## src/rtl/vc_fifo_pkg.sv

```systemverilog
// Shared constants and helpers for the virtual-channel FIFO bank.
package vc_fifo_pkg;
  localparam int VC_DATA_SIZE = 10;
  localparam int VC_ADDR_SIZE = 2;
  localparam int VC_NUM_CH    = 4;
  localparam int VC_CH_W      = 2;
  localparam int DEPTH        = 2**VC_ADDR_SIZE;
  localparam int CNT_W        = VC_ADDR_SIZE + 1;

  localparam int ERR_OVF = 0;
  localparam int ERR_UDF = 1;
  localparam int ERR_W   = 2;

  function automatic int clog2(input int n);
    int r;
    r = 0;
    while ((1 << r) < n) r++;
    return r;
  endfunction
endpackage

```

## src/rtl/vc_fifo_ch.sv

```systemverilog
// One virtual-channel FIFO: storage, pointers, occupancy, pause hysteresis
// and sticky overflow/underflow flags.
module vc_fifo_ch
  import vc_fifo_pkg::*;
#(
  parameter int DATA_SIZE = VC_DATA_SIZE,
  parameter int ADDR_SIZE = VC_ADDR_SIZE
) (
  input  logic                 clk,
  input  logic                 reset,
  input  logic                 push_i,
  input  logic [DATA_SIZE-1:0] data_i,
  input  logic                 pop_i,
  input  logic [ADDR_SIZE:0]   af_th_i,
  input  logic [ADDR_SIZE:0]   ae_th_i,
  output logic [DATA_SIZE-1:0] head_o,
  output logic [ADDR_SIZE:0]   count_o,
  output logic                 empty_o,
  output logic                 full_o,
  output logic                 pause_o,
  output logic [ERR_W-1:0]     err_o
);
  localparam int                CH_DEPTH = 2**ADDR_SIZE;
  localparam logic [ADDR_SIZE:0] FULL_CNT = (ADDR_SIZE+1)'(CH_DEPTH);
  localparam logic [ADDR_SIZE:0] CNT_ONE  = (ADDR_SIZE+1)'(1);
  localparam logic [ADDR_SIZE-1:0] PTR_ONE = ADDR_SIZE'(1);

  logic [DATA_SIZE-1:0] mem_q [CH_DEPTH];
  logic [ADDR_SIZE-1:0] wr_ptr_q, rd_ptr_q;
  logic [ADDR_SIZE:0]   count_q, count_d;
  logic                 pause_q, pause_d;
  logic [ERR_W-1:0]     err_q, err_d;
  logic                 push_ok, pop_ok;

  assign empty_o = (count_q == '0);
  assign full_o  = (count_q == FULL_CNT);
  assign push_ok = push_i & ~full_o;
  assign pop_ok  = pop_i & ~empty_o;
  assign head_o  = mem_q[rd_ptr_q];
  assign count_o = count_q;
  assign pause_o = pause_q;
  assign err_o   = err_q;

  always_comb begin
    count_d = count_q;
    case ({push_ok, pop_ok})
      2'b10:   count_d = count_q + CNT_ONE;
      2'b01:   count_d = count_q - CNT_ONE;
      default: count_d = count_q;
    endcase
    // Set has priority so misordered thresholds still assert pause.
    pause_d = pause_q;
    if (count_d >= af_th_i)      pause_d = 1'b1;
    else if (count_d <= ae_th_i) pause_d = 1'b0;
    err_d = err_q;
    if (push_i & full_o)  err_d[ERR_OVF] = 1'b1;
    if (pop_i & empty_o)  err_d[ERR_UDF] = 1'b1;
  end

  always_ff @(posedge clk) begin
    if (!reset) begin
      wr_ptr_q <= '0;
      rd_ptr_q <= '0;
      count_q  <= '0;
      pause_q  <= 1'b0;
      err_q    <= '0;
    end else begin
      if (push_ok) wr_ptr_q <= wr_ptr_q + PTR_ONE;
      if (pop_ok)  rd_ptr_q <= rd_ptr_q + PTR_ONE;
      count_q <= count_d;
      pause_q <= pause_d;
      err_q   <= err_d;
    end
  end

  always_ff @(posedge clk) begin
    if (push_ok) mem_q[wr_ptr_q] <= data_i;
  end
endmodule

```

## src/rtl/vc_fifo_bank.sv

```systemverilog
// Bank of NUM_CH virtual-channel FIFOs with a shared channel-selected pop port.
// Define VC_FIFO_FWFT_EN for first-word-fall-through (zero-latency) output.
module vc_fifo_bank
  import vc_fifo_pkg::*;
#(
  parameter int DATA_SIZE = VC_DATA_SIZE,
  parameter int ADDR_SIZE = VC_ADDR_SIZE,
  parameter int NUM_CH    = VC_NUM_CH,
  parameter int CH_W      = VC_CH_W
) (
  input  logic                            clk,
  input  logic                            reset,
  input  logic [NUM_CH-1:0]               push,
  input  logic [NUM_CH*DATA_SIZE-1:0]     data_in,
  input  logic                            pop,
  input  logic [CH_W-1:0]                 pop_ch,
  input  logic [ADDR_SIZE:0]              almost_full_th,
  input  logic [ADDR_SIZE:0]              almost_empty_th,
  output logic [DATA_SIZE-1:0]            data_out,
  output logic                            data_valid,
  output logic [NUM_CH*(ADDR_SIZE+1)-1:0] count,
  output logic [NUM_CH-1:0]               fifo_empty,
  output logic [NUM_CH-1:0]               fifo_full,
  output logic [NUM_CH-1:0]               pause,
  output logic [NUM_CH-1:0]               error_ovf,
  output logic [NUM_CH-1:0]               error_udf
);
  logic [NUM_CH-1:0]    pop_sel;
  logic [DATA_SIZE-1:0] head [NUM_CH];
  logic [ERR_W-1:0]     err [NUM_CH];
  logic [DATA_SIZE-1:0] head_sel;
  logic                 sel_avail;

  // Out-of-range pop_ch matches no channel: no pop, no error, nothing shown.
  always_comb begin
    pop_sel   = '0;
    head_sel  = '0;
    sel_avail = 1'b0;
    for (int i = 0; i < NUM_CH; i++) begin
      if (pop_ch == CH_W'(i)) begin
        pop_sel[i] = pop;
        head_sel   = head[i];
        sel_avail  = ~fifo_empty[i];
      end
    end
  end

  for (genvar g = 0; g < NUM_CH; g++) begin : g_ch
    vc_fifo_ch #(
      .DATA_SIZE(DATA_SIZE),
      .ADDR_SIZE(ADDR_SIZE)
    ) u_ch (
      .clk     (clk),
      .reset   (reset),
      .push_i  (push[g]),
      .data_i  (data_in[g*DATA_SIZE +: DATA_SIZE]),
      .pop_i   (pop_sel[g]),
      .af_th_i (almost_full_th),
      .ae_th_i (almost_empty_th),
      .head_o  (head[g]),
      .count_o (count[g*(ADDR_SIZE+1) +: ADDR_SIZE+1]),
      .empty_o (fifo_empty[g]),
      .full_o  (fifo_full[g]),
      .pause_o (pause[g]),
      .err_o   (err[g])
    );
    assign error_ovf[g] = err[g][ERR_OVF];
    assign error_udf[g] = err[g][ERR_UDF];
  end

`ifdef VC_FIFO_FWFT_EN
  assign data_out   = head_sel;
  assign data_valid = sel_avail;
`else
  logic [DATA_SIZE-1:0] data_out_q;
  logic                 data_valid_q, data_valid_d;

  assign data_valid_d = pop & sel_avail;

  always_ff @(posedge clk) begin
    if (!reset) begin
      data_out_q   <= '0;
      data_valid_q <= 1'b0;
    end else begin
      data_valid_q <= data_valid_d;
      if (data_valid_d) data_out_q <= head_sel;
    end
  end

  assign data_out   = data_out_q;
  assign data_valid = data_valid_q;
`endif
endmodule

```

## config.mk

```make
export PLATFORM = sky130hd
export DESIGN_NAME = vc_fifo_bank
export DESIGN_NICKNAME = d
export VERILOG_FILES = /design/src/rtl/vc_fifo_pkg.sv /design/src/rtl/vc_fifo_ch.sv /design/src/rtl/vc_fifo_bank.sv
export SDC_FILE = /design/constraint.sdc
export NUM_CORES = 1
export LEC_CHECK = 0
export CORE_MARGIN = 2
export CORE_UTILIZATION = 56
export DETAILED_ROUTE_END_ITERATION = 10
export PLACE_DENSITY_LB_ADDON = 0.3
export SLEW_MARGIN = 40
export SYNTH_ARGS = -nofsm -noshare
export SYNTH_HDL_FRONTEND = slang
export SYNTH_SLANG_ARGS = --single-unit
```

## constraint.sdc

```tcl
create_clock -name clk -period 3.45 [get_ports clk]
set_input_delay 0.5175 -clock clk [delete_from_list [all_inputs] [get_ports clk]]
set_output_delay 0.5175 -clock clk [all_outputs]
set_load 0.02 [all_outputs]
```

==> results.sh, run 1 <==
export IMPL_status="completed"
export IMPL_fin_worst_skew_ns=0.0138
export IMPL_mostFrequentLayoutCell="edfxtp_1"
export IMPL_worstPathMaxFanout=5
export IMPL_yosysWarnings=0
export IMPL_hp_class="reg2reg"
export IMPL_pwr_share_seq=0.487
export IMPL_drc_errors=0
export IMPL_portBuffers=97
export IMPL_grtUsageTotal=0.218
export IMPL_p_leak_nw=3.95
export IMPL_layout_common_cells="edfxtp_1, clkdlybuf4s50_1, dfxtp_1, nor2_1, ha_1"
export IMPL_cp_data_required_time_ns=3.82
export IMPL_crit_type="reg2reg"
export IMPL_syn_area_um2=9130
export IMPL_start_util=0.575
export IMPL_max_slew_margin=0.498
export IMPL_whs_path_depth=2
export IMPL_ys_types=36
export IMPL_drive_gt1_frac=0.146
export IMPL_cp_common_cell="ha_1"
export IMPL_hpwl_mm=12.7
export IMPL_place_area_um2=10300
export IMPL_endpoint_kind="register"
export IMPL_synth_cells=576
export IMPL_worst_setup_path_start_kind="register"
export IMPL_crit_family="adder cells"
export IMPL_pwr_share_clk=0.366
export IMPL_tightest_slew_ns=0.752
export IMPL_place_congestion=0.832
export IMPL_ctsResizeCount=0
export IMPL_clock_root_buffer="clkbuf_16"
export IMPL_viasPerCell=5.69
export IMPL_grt_busiest_layer="met2"
export IMPL_finalCoreUtilization=0.694
export IMPL_die_h_um=132
export IMPL_row_count=46
export IMPL_cts_hold_buf=0
export IMPL_p_sw_mw=1.54
export IMPL_yosysSeqAreaShare=0.656
export IMPL_syn_num_nets=679
export IMPL_areaGrowthSynthToFinish_pct=20.7
export IMPL_cts_tree="yes"
export IMPL_ir_drop_uv=372
export IMPL_power_total_mw=6.39
export IMPL_overflow=0
export IMPL_nets=780
export IMPL_cp_slowest_stage_delay_ns=0.53
export IMPL_finalCritPeriodShare=0.885
export IMPL_final_area_um2=11000
export IMPL_grt_pass1_vias=5509
export IMPL_antenna_found_initial=0
export IMPL_path_cells="or3_2, and3_1, ha_1, fa_1, mux2_2, ha_1, nor2b_1, o21a_1, o211ai_1, a21oi_1"
export IMPL_stdcell_count=909
export IMPL_synth_seq_cells=219
export IMPL_clk_insertion_delay_late_ns=0.49
export IMPL_whs_ns=0.469
export IMPL_timing_fmax_mhz=328
export IMPL_met2_usage=0.369
export IMPL_p_sw_frac=0.241
export IMPL_post_cts_buffers=0
export IMPL_grt_max_degree=37
export IMPL_cp_slowest_cell="or3_2"
export IMPL_setup_viol=0
export IMPL_die_area_um2=17300
export IMPL_syn_area_per_cell_um2=15.9
export IMPL_intPower_mw=4.85
export IMPL_grt_pass1_wl_mm=29.4
export IMPL_rsz0062_at_grt="false"
export IMPL_clk_path_buf_depth=3
export IMPL_htree_num_levels=1
export IMPL_fillers=1053
export IMPL_worstPathArrival_ns=3.42
export IMPL_period_needed_ns=3.05
export IMPL_rr_worst_depth=10
export IMPL_use_met1=0.296
export IMPL_vias=5170
export IMPL_drt_iter0_drc=422
export IMPL_cts_sinks=219
export IMPL_path_buf_inv=0
export IMPL_clkTransAtPathRegs_ns=0.06
export IMPL_wl_per_cell_um=20.5
export IMPL_numCtsBuffers=22
export IMPL_drt_pass1_iterations=5
export IMPL_routed_wl_mm=18.6
export IMPL_maxCapViolCount=0
export IMPL_antennaDiodeCount=0
export IMPL_p_per_area_nw_per_um2=579
export IMPL_grt_use_met3=0.0316
export IMPL_antenna_left=0
export IMPL_dpl_cell_count=869
export IMPL_finalMaxSlewViolations=0
export IMPL_die_w_um=132
export IMPL_pin_count=98
export IMPL_core_um2=15900
export IMPL_pwr_share_comb=0.148
export IMPL_crit_cells=10
export IMPL_finalHoldViolations=0
[worst register-to-register path, delay by kind of cell (launching register included)]
family | cells | cell delay [ns]
multiplexers | 1 | 0.30
flip-flops | 1 | 0.38
AND/OR/NAND/NOR | 3 | 0.88
adder cells (fa/ha/maj) | 3 | 0.98
AO/OA/AOI/OAI | 3 | 0.39
[stage by stage]
stage          TNS, ns  setup slack [ns]
6_report             0             0.397
3_3_place_gp         0            0.0950
5_1_grt              0             0.234
4_1_cts              0             0.370
3_5_place_dp   -0.0303           -0.0238
2_1_floorplan        0             0.512
[cells in the mapped netlist]
master / number / area (um^2)
nor3b_1: 6 / 45.0
mux2i_1: 4 / 40.0
a21oi_1: 14 / 70.1
buf_1: 7 / 26.3
inv_1: 18 / 67.6
nand2_1: 11 / 41.3
a22o_1: 20 / 175
xor2_1: 10 / 87.6
clkbuf_1: 10 / 37.5
nor2_1: 50 / 188
nor3_1: 3 / 15.0
inv_2: 3 / 11.3
ha_1: 44 / 551
nand2b_1: 4 / 25.0
o211ai_1: 4 / 30.0
edfxtp_1: 160 / 4800
and3_1: 1 / 6.26
or3_2: 2 / 15.0
o22ai_1: 10 / 62.6
o21a_1: 4 / 30.0
buf_6: 1 / 11.3
a31oi_1: 2 / 12.5
nor2b_1: 10 / 62.6
and2_1: 26 / 163
buf_4: 12 / 90.1
a21o_1: 4 / 30.0
nor4b_1: 1 / 8.76
mux2_2: 4 / 45.0
or3_4: 1 / 11.3
nand3_1: 6 / 30.0
dfxtp_1: 59 / 1180
mux4_2: 41 / 923
buf_2: 5 / 25.0
xnor2_1: 14 / 123
fa_1: 4 / 80.1
nand4_1: 1 / 6.26
[flip-flops by register name, summed over array words and instances (netlist names), named ones only]
signal and flops:
data_out 10, data_valid 1, g_ch.u_ch.count_o 12, g_ch.u_ch.err_o 8, g_ch.u_ch.mem_q 160, g_ch.u_ch.pause_o 4, g_ch.u_ch.rd_ptr_q 8, g_ch.u_ch.wr_ptr_q 8
[final cells by class]
class	count	area [um^2]	share of cell area
Tap cell	216	270	0.0245
Timing Repair Buffer	112	1080	0.0983
Multi-Input combinational cell	301	2880	0.261
Sequential cell	219	5990	0.543
Inverter	21	78.8	0.00715
Clock buffer	30	643	0.0583
Clock inverter	10	80.1	0.00726
[cell families (layout without fill, tap and decap cells)]
kind of cell	Yosys count	in the layout	share of synthesized area
multiplexers	49	49	0.110
AO/OA/AOI/OAI	58	58	0.0449
adder cells (fa/ha/maj)	48	48	0.0691
buffers and inverters	56	173	0.0295
AND/OR/NAND/NOR	122	122	0.0676
flip-flops	219	219	0.656
XOR/XNOR	24	24	0.0230
[per-layer routing]
layer / part of all wire / up-vias
met5: 0 / -
li1: - / 2364
met3: 0.059 / 36
met1: 0.43 / 2573
met4: 0.024 / 0
met2: 0.48 / 197
[worst paths after layout]
check / end / start / slack (ns)
max: g_ch[2].u_ch.pause_o / g_ch[2].u_ch.count_o[0] / 0.40
min: g_ch[3].u_ch.err_o[0] / g_ch[3].u_ch.err_o[0] / 0.47
max reg2reg: g_ch[2].u_ch.pause_o / g_ch[2].u_ch.count_o[0] / 0.40
min reg2reg: g_ch[3].u_ch.err_o[0] / g_ch[3].u_ch.err_o[0] / 0.47
[power groups by stage]
stage	Sequential, mW	Clock [mW]	Combinational, mW
global route	3.13	2.48	1.03
finish	3.11	2.34	0.943
global placement	3.15	0	0.895
floorplan	3.17	0	0.568
detailed placement	3.16	0	0.938
CTS	3.11	2.37	0.946
Power figures use the tool's default switching activity.
==> inputs of run 2 (changes only) <==
--- a/config.mk
+++ b/config.mk
@@ -9,6 +9,8 @@
 export CORE_UTILIZATION = 56
 export DETAILED_ROUTE_END_ITERATION = 10
 export PLACE_DENSITY_LB_ADDON = 0.3
+export RECOVER_POWER = 50
+export REMOVE_ABC_BUFFERS = 1
 export SLEW_MARGIN = 40
 export SYNTH_ARGS = -nofsm -noshare
 export SYNTH_HDL_FRONTEND = slang
==> run 2 against run 1 <==
Compared with the run above:
- the run now ends with capacitance limit, slew limit left
- sequential share of layout area down 0.12 points
- register-to-register slack worse by 0.08 ns
- via count up 2.7%
- fmax down 4.1%
- first-iteration DRC count down 24%
- non-clock buffer count up 5
- largest cell class unchanged
- highest routed layer unchanged
==> results.sh, run 2 (synthesis gave the netlist of run 1 again) <==
export IMPL_status="finished with violations"
export IMPL_violations="capacitance limit, slew limit"
export IMPL_areaGrowthSynthToFinish_pct=21.0
export IMPL_reg2reg_to="g_ch[0].u_ch.pause_o"
export IMPL_start_util=0.575
export IMPL_clkTransAtPathRegs_ns=0.06
export IMPL_hold_start="g_ch[1].u_ch.err_o[0]"
export IMPL_maxCapViolCount=1
export IMPL_cts_sinks=219
export IMPL_grt_pass1_vias=5627
export IMPL_path_cells="clkdlybuf4s50_1, nor3b_1, and2_1, ha_1, fa_1, mux2_2, ha_1, nor2b_1, o21a_1, o211ai_1, a21oi_1"
export IMPL_tightest_slew_ns=1.67
export IMPL_finalMaxSlewViolations=37
export IMPL_cp_slowest_cell="clkdlybuf4s50_1"
export IMPL_numCtsBuffers=22
export IMPL_htree_num_levels=1
export IMPL_top_register="g_ch.u_ch.mem_q"
export IMPL_route_met3_wl_mm=1.53
export IMPL_drt_iter0_drc=321
export IMPL_antenna_found_initial=0
export IMPL_cts_hold_buf=0
export IMPL_drc_errors=0
export IMPL_antenna_left=0
export IMPL_finalCritPeriodShare=0.922
export IMPL_worstPathMaxFanout=5
export IMPL_overflow=0
export IMPL_ir_drop_uv=391
export IMPL_hpwl_mm=13.2
export IMPL_pwr_share_seq=0.484
export IMPL_mostFrequentLayoutCell="edfxtp_1"
export IMPL_post_cts_buffers=0
export IMPL_p_leak_nw=3.98
export IMPL_clk_path_buf_depth=3
export IMPL_r2r_start="g_ch[0].u_ch.count_o[2]"
export IMPL_hp_class="reg2reg"
export IMPL_crit_type="in2reg"
export IMPL_p_sw_mw=1.57
export IMPL_dr_max_layer_used="met4"
export IMPL_die_w_um=132
export IMPL_ctsResizeCount=0
export IMPL_worstPathArrival_ns=3.48
export IMPL_endpoint_kind="register"
export IMPL_dp_slack_ns=-0.0291
export IMPL_layout_common_cells="edfxtp_1, dfxtp_1, clkdlybuf4s50_1, nor2_1, ha_1"
export IMPL_regToRegSetupSlack_ns=0.32
export IMPL_timing_fmax_mhz=314
export IMPL_wl_met1_mm=7.84
export IMPL_max_slew_margin=-0.115
export IMPL_path_buf_inv=1
export IMPL_pwr_share_clk=0.366
export IMPL_rsz0062_at_grt="false"
export IMPL_setup_viol=0
export IMPL_hold_end="g_ch[1].u_ch.err_o[0]"
export IMPL_clock_root_buffer="clkbuf_16"
export IMPL_p_per_area_nw_per_um2=581
export IMPL_viasPerCell=5.82
export IMPL_cts_tree="yes"
export IMPL_fin_worst_skew_ns=0.00734
export IMPL_die_area_um2=17300
export IMPL_worst_setup_path_start_kind="primary input"
export IMPL_largest_reg_flops=160
export IMPL_grtUsageTotal=0.224
export IMPL_crit_family="adder cells"
export IMPL_met2_length_mm=9.34
export IMPL_cp_data_required_time_ns=3.75
export IMPL_pin_count=98
export IMPL_intPower_mw=4.86
export IMPL_drive_gt1_frac=0.151
export IMPL_setup_tns_ns=0
export IMPL_wl_per_cell_um=21.0
export IMPL_clk_insertion_delay_late_ns=0.49
export IMPL_core_um2=15900
export IMPL_power_total_mw=6.42
export IMPL_pwr_share_comb=0.150
export IMPL_cp_common_cell="ha_1"
export IMPL_routed_wl_mm=19.1
export IMPL_place_congestion=0.853
export IMPL_p_sw_frac=0.244
export IMPL_vias=5312
export IMPL_nets=785
export IMPL_fin_ws_ns=0.268
export IMPL_portBuffers=97
export IMPL_whs_path_depth=2
export IMPL_antennaDiodeCount=0
export IMPL_rr_worst_depth=11
export IMPL_finalCoreUtilization=0.696
export IMPL_die_h_um=132
export IMPL_row_count=46
export IMPL_period_needed_ns=3.18
export IMPL_cp_slowest_stage_delay_ns=0.56
export IMPL_drt_pass1_iterations=5
export IMPL_grt_pass1_wl_mm=30.1
export IMPL_grt_max_degree=37
export IMPL_finalHoldViolations=0
-- run 2: worst min-delay path: stages (launching register included) --
cell	delay, ns
dfxtp_1	0.33
a21oi_1	0.04
nor2_1	0.07
-- run 2: worst max-delay path by stage --
| stage | startpoint | endpoint | slack (ns) | depth (start not counted) |
|---|---|---|---|---|
| detailed placement | pop | g_ch[0].u_ch.pause_o | -0.03 | 11 |
| finish | pop | g_ch[0].u_ch.pause_o | 0.27 | 11 |
| global route | pop | g_ch[0].u_ch.pause_o | 0.15 | 11 |
| floorplan | g_ch[2].u_ch.count_o[2] | g_ch[2].u_ch.pause_o | 0.18 | 11 |
| CTS | pop | g_ch[0].u_ch.pause_o | 0.39 | 11 |
| global placement | pop_ch[1] | g_ch[2].u_ch.pause_o | 0.1 | 11 |
-- run 2: area by class of cell --
class | count | area, um^2
timing repair buffer | 117 | 1110
clock inverter | 13 | 128
multi-input combinational | 301 | 2880
inverter | 21 | 78.8
sequential | 219 | 5990
tap | 216 | 270
clock buffer | 26 | 597
fill | 1064 | 4840
-- run 2: metrics by stage --
step	cells	hold slack [ns]	cell area (um^2)
CTS	913	0.477	11100
global placement	874	0.454	10300
global route	913	0.507	11000
finish	913	0.471	11000
detailed placement	874	0.462	10300
floorplan	541	0.485	8940
-- run 2: layer usage --
metal,up-vias,global-route usage
met3,32,0.0436
met1,2684,0.306
met5,-,0
met4,0,0.0719
li1,2364,-
met2,232,0.366
-- run 2: power groups by stage --
stage | sequential (mW) | clock [mW] | combinational, mW
finish | 3.11 | 2.35 | 0.964
global route | 3.12 | 2.50 | 1.05
CTS | 3.11 | 2.38 | 0.976
detailed placement | 3.16 | 0 | 0.962
global placement | 3.15 | 0 | 0.913
floorplan | 3.19 | 0 | 0.491
==> inputs of run 3 (changes only) <==
==> constraint.sdc (replaced) <==
create_clock -name clk -period 3.45 [get_ports clk]
set_input_delay 0.5175 -clock clk [delete_from_list [all_inputs] [get_ports clk]]
set_output_delay 0.5175 -clock clk [all_outputs]
set_load 0.005 [all_outputs]
==> run 3 against run 2 <==
Compared with the run above:
- the run still ends with capacitance limit, slew limit left
- non-clock buffer count did not move
- core utilization is the same
- cell count unchanged
- register-to-register slack about the same
- wire length is essentially flat
- die area did not move
- hold slack unchanged
- sequential power about the same
- clock power barely moved
==> results.sh, run 3 (synthesis gave the netlist of run 1 again) <==
export IMPL_clock_root_buffer="clkbuf_16"
export IMPL_cp_common_cell="ha_1"
export IMPL_antennaDiodeCount=0
export IMPL_largest_reg_flops=160
export IMPL_cp_data_required_time_ns=3.75
export IMPL_antenna_left=0
export IMPL_htree_num_levels=1
export IMPL_status="finished with violations"
export IMPL_whs_path_depth=2
export IMPL_areaGrowthSynthToFinish_pct=21.0
export IMPL_fillers=1064
export IMPL_grt_pass1_wl_mm=30.1
export IMPL_start_util=0.575
export IMPL_routed_wl_mm=19.1
export IMPL_whs_ns=0.471
export IMPL_finalHoldViolations=0
export IMPL_row_count=46
export IMPL_multi_input_area_um2=2880
export IMPL_grt_max_degree=37
export IMPL_antenna_found_initial=0
export IMPL_clk_insertion_delay_late_ns=0.49
export IMPL_finalCritPeriodShare=0.922
export IMPL_numCtsBuffers=22
export IMPL_pwr_share_clk=0.370
export IMPL_tightest_slew_ns=1.68
export IMPL_die_area_um2=17300
export IMPL_p_sw_mw=1.49
export IMPL_viasPerCell=5.82
export IMPL_fin_ws_ns=0.269
export IMPL_ff_latch_area_um2=5990
export IMPL_die_w_um=132
export IMPL_clk_path_buf_depth=3
export IMPL_overflow=0
export IMPL_period_needed_ns=3.18
export IMPL_drc_errors=0
export IMPL_hp_class="reg2reg"
export IMPL_ir_drop_uv=391
export IMPL_drive_gt1_frac=0.151
export IMPL_finalMaxSlewViolations=37
export IMPL_layout_common_cells="edfxtp_1, dfxtp_1, clkdlybuf4s50_1, nor2_1, ha_1"
export IMPL_crit_type="in2reg"
export IMPL_vias=5312
export IMPL_grtUsageTotal=0.224
export IMPL_cp_slowest_cell="clkdlybuf4s50_1"
export IMPL_top_register="g_ch.u_ch.mem_q"
export IMPL_place_congestion=0.853
export IMPL_maxCapViolCount=1
export IMPL_p_leak_nw=3.99
export IMPL_setup_viol=0
export IMPL_core_um2=15900
export IMPL_rr_worst_depth=11
export IMPL_violations="capacitance limit, slew limit"
export IMPL_fin_worst_skew_ns=0.00732
export IMPL_intPower_mw=4.85
export IMPL_post_cts_buffers=0
export IMPL_ctsResizeCount=0
export IMPL_endpoint_kind="register"
export IMPL_die_h_um=132
export IMPL_mostFrequentLayoutCell="edfxtp_1"
export IMPL_grt_pass1_vias=5627
export IMPL_hpwl_mm=13.2
export IMPL_timing_fmax_mhz=314
export IMPL_cp_slowest_stage_delay_ns=0.56
export IMPL_p_sw_frac=0.235
export IMPL_rsz0062_at_grt="false"
export IMPL_worst_setup_path_start_kind="primary input"
export IMPL_pin_count=98
export IMPL_max_slew_margin=-0.120
export IMPL_worstPathMaxFanout=5
export IMPL_clkTransAtPathRegs_ns=0.06
export IMPL_portBuffers=97
export IMPL_drt_iter0_drc=321
export IMPL_cts_sinks=219
export IMPL_nets=785
export IMPL_pwr_share_comb=0.140
export IMPL_path_cells="clkdlybuf4s50_1, nor3b_1, and2_1, ha_1, fa_1, mux2_2, ha_1, nor2b_1, o21a_1, o211ai_1, a21oi_1"
export IMPL_cts_tree="yes"
export IMPL_worstPathArrival_ns=3.48
export IMPL_wl_per_cell_um=21.0
export IMPL_drt_pass1_iterations=5
export IMPL_dp_slack_ns=-0.0291
export IMPL_pwr_share_seq=0.490
export IMPL_cts_hold_buf=0
export IMPL_p_per_area_nw_per_um2=575
-- run 3: layout make-up --
| class | count | area share |
|---|---|---|
| multi-input combinational | 301 | 0.261 |
| sequential | 219 | 0.542 |
| clock inverter | 13 | 0.0116 |
| timing repair buffer | 117 | 0.100 |
| inverter | 21 | 0.00713 |
| clock buffer | 26 | 0.0540 |
| tap | 216 | 0.0245 |
-- run 3: critical path: cells and delay by family --
| kind | cells | cell delay, ns |
|---|---|---|
| compound gates | 3 | 0.42 |
| buf+inv | 1 | 0.56 |
| simple gates | 3 | 0.75 |
| fa+ha+maj | 3 | 0.92 |
| mux | 1 | 0.30 |
-- run 3: power groups by stage --
stage / logic [mW] / registers (mW) / clock network [mW]
after CTS: 0.902 / 3.11 / 2.38
after detailed placement: 0.888 / 3.16 / 0
final: 0.890 / 3.11 / 2.35
after global placement: 0.839 / 3.15 / 0
after floorplan: 0.471 / 3.14 / 0
after global routing: 0.977 / 3.12 / 2.50
-- run 3: worst paths after layout --
kind	from	endpoint	slack [ns]
worst max-delay path	pop	g_ch[0].u_ch.pause_o	0.27
worst min-delay path	g_ch[1].u_ch.err_o[0]	g_ch[1].u_ch.err_o[0]	0.47
worst max register to register	g_ch[0].u_ch.count_o[2]	g_ch[0].u_ch.pause_o	0.32
worst min register to register	g_ch[1].u_ch.err_o[0]	g_ch[1].u_ch.err_o[0]	0.47
-- run 3: per-layer routing --
metal / track usage / wire (um) / part of all wire / up-vias
li1: - / - / - / 2364
met1: 0.306 / 7820 / 0.41 / 2682
met2: 0.366 / 9340 / 0.49 / 234
met3: 0.0436 / 1540 / 0.081 / 32
met4: 0.0719 / 428 / 0.022 / 0
met5: 0 / 0 / 0 / -
-- run 3: per-stage QoR --
| step | power (mW) | cells | cell area (um^2) | util | TNS [ns] |
|---|---|---|---|---|---|
| CTS | 6.39 | 913 | 11100 | 0.696 | 0 |
| finish | 6.35 | 913 | 11000 | 0.696 | 0 |
| global route | 6.60 | 913 | 11000 | 0.696 | 0 |
| floorplan | 3.61 | 541 | 8940 | - | 0 |
| detailed placement | 4.05 | 874 | 10300 | 0.650 | -0.0302 |
| global placement | 3.99 | 874 | 10300 | 0.650 | 0 |
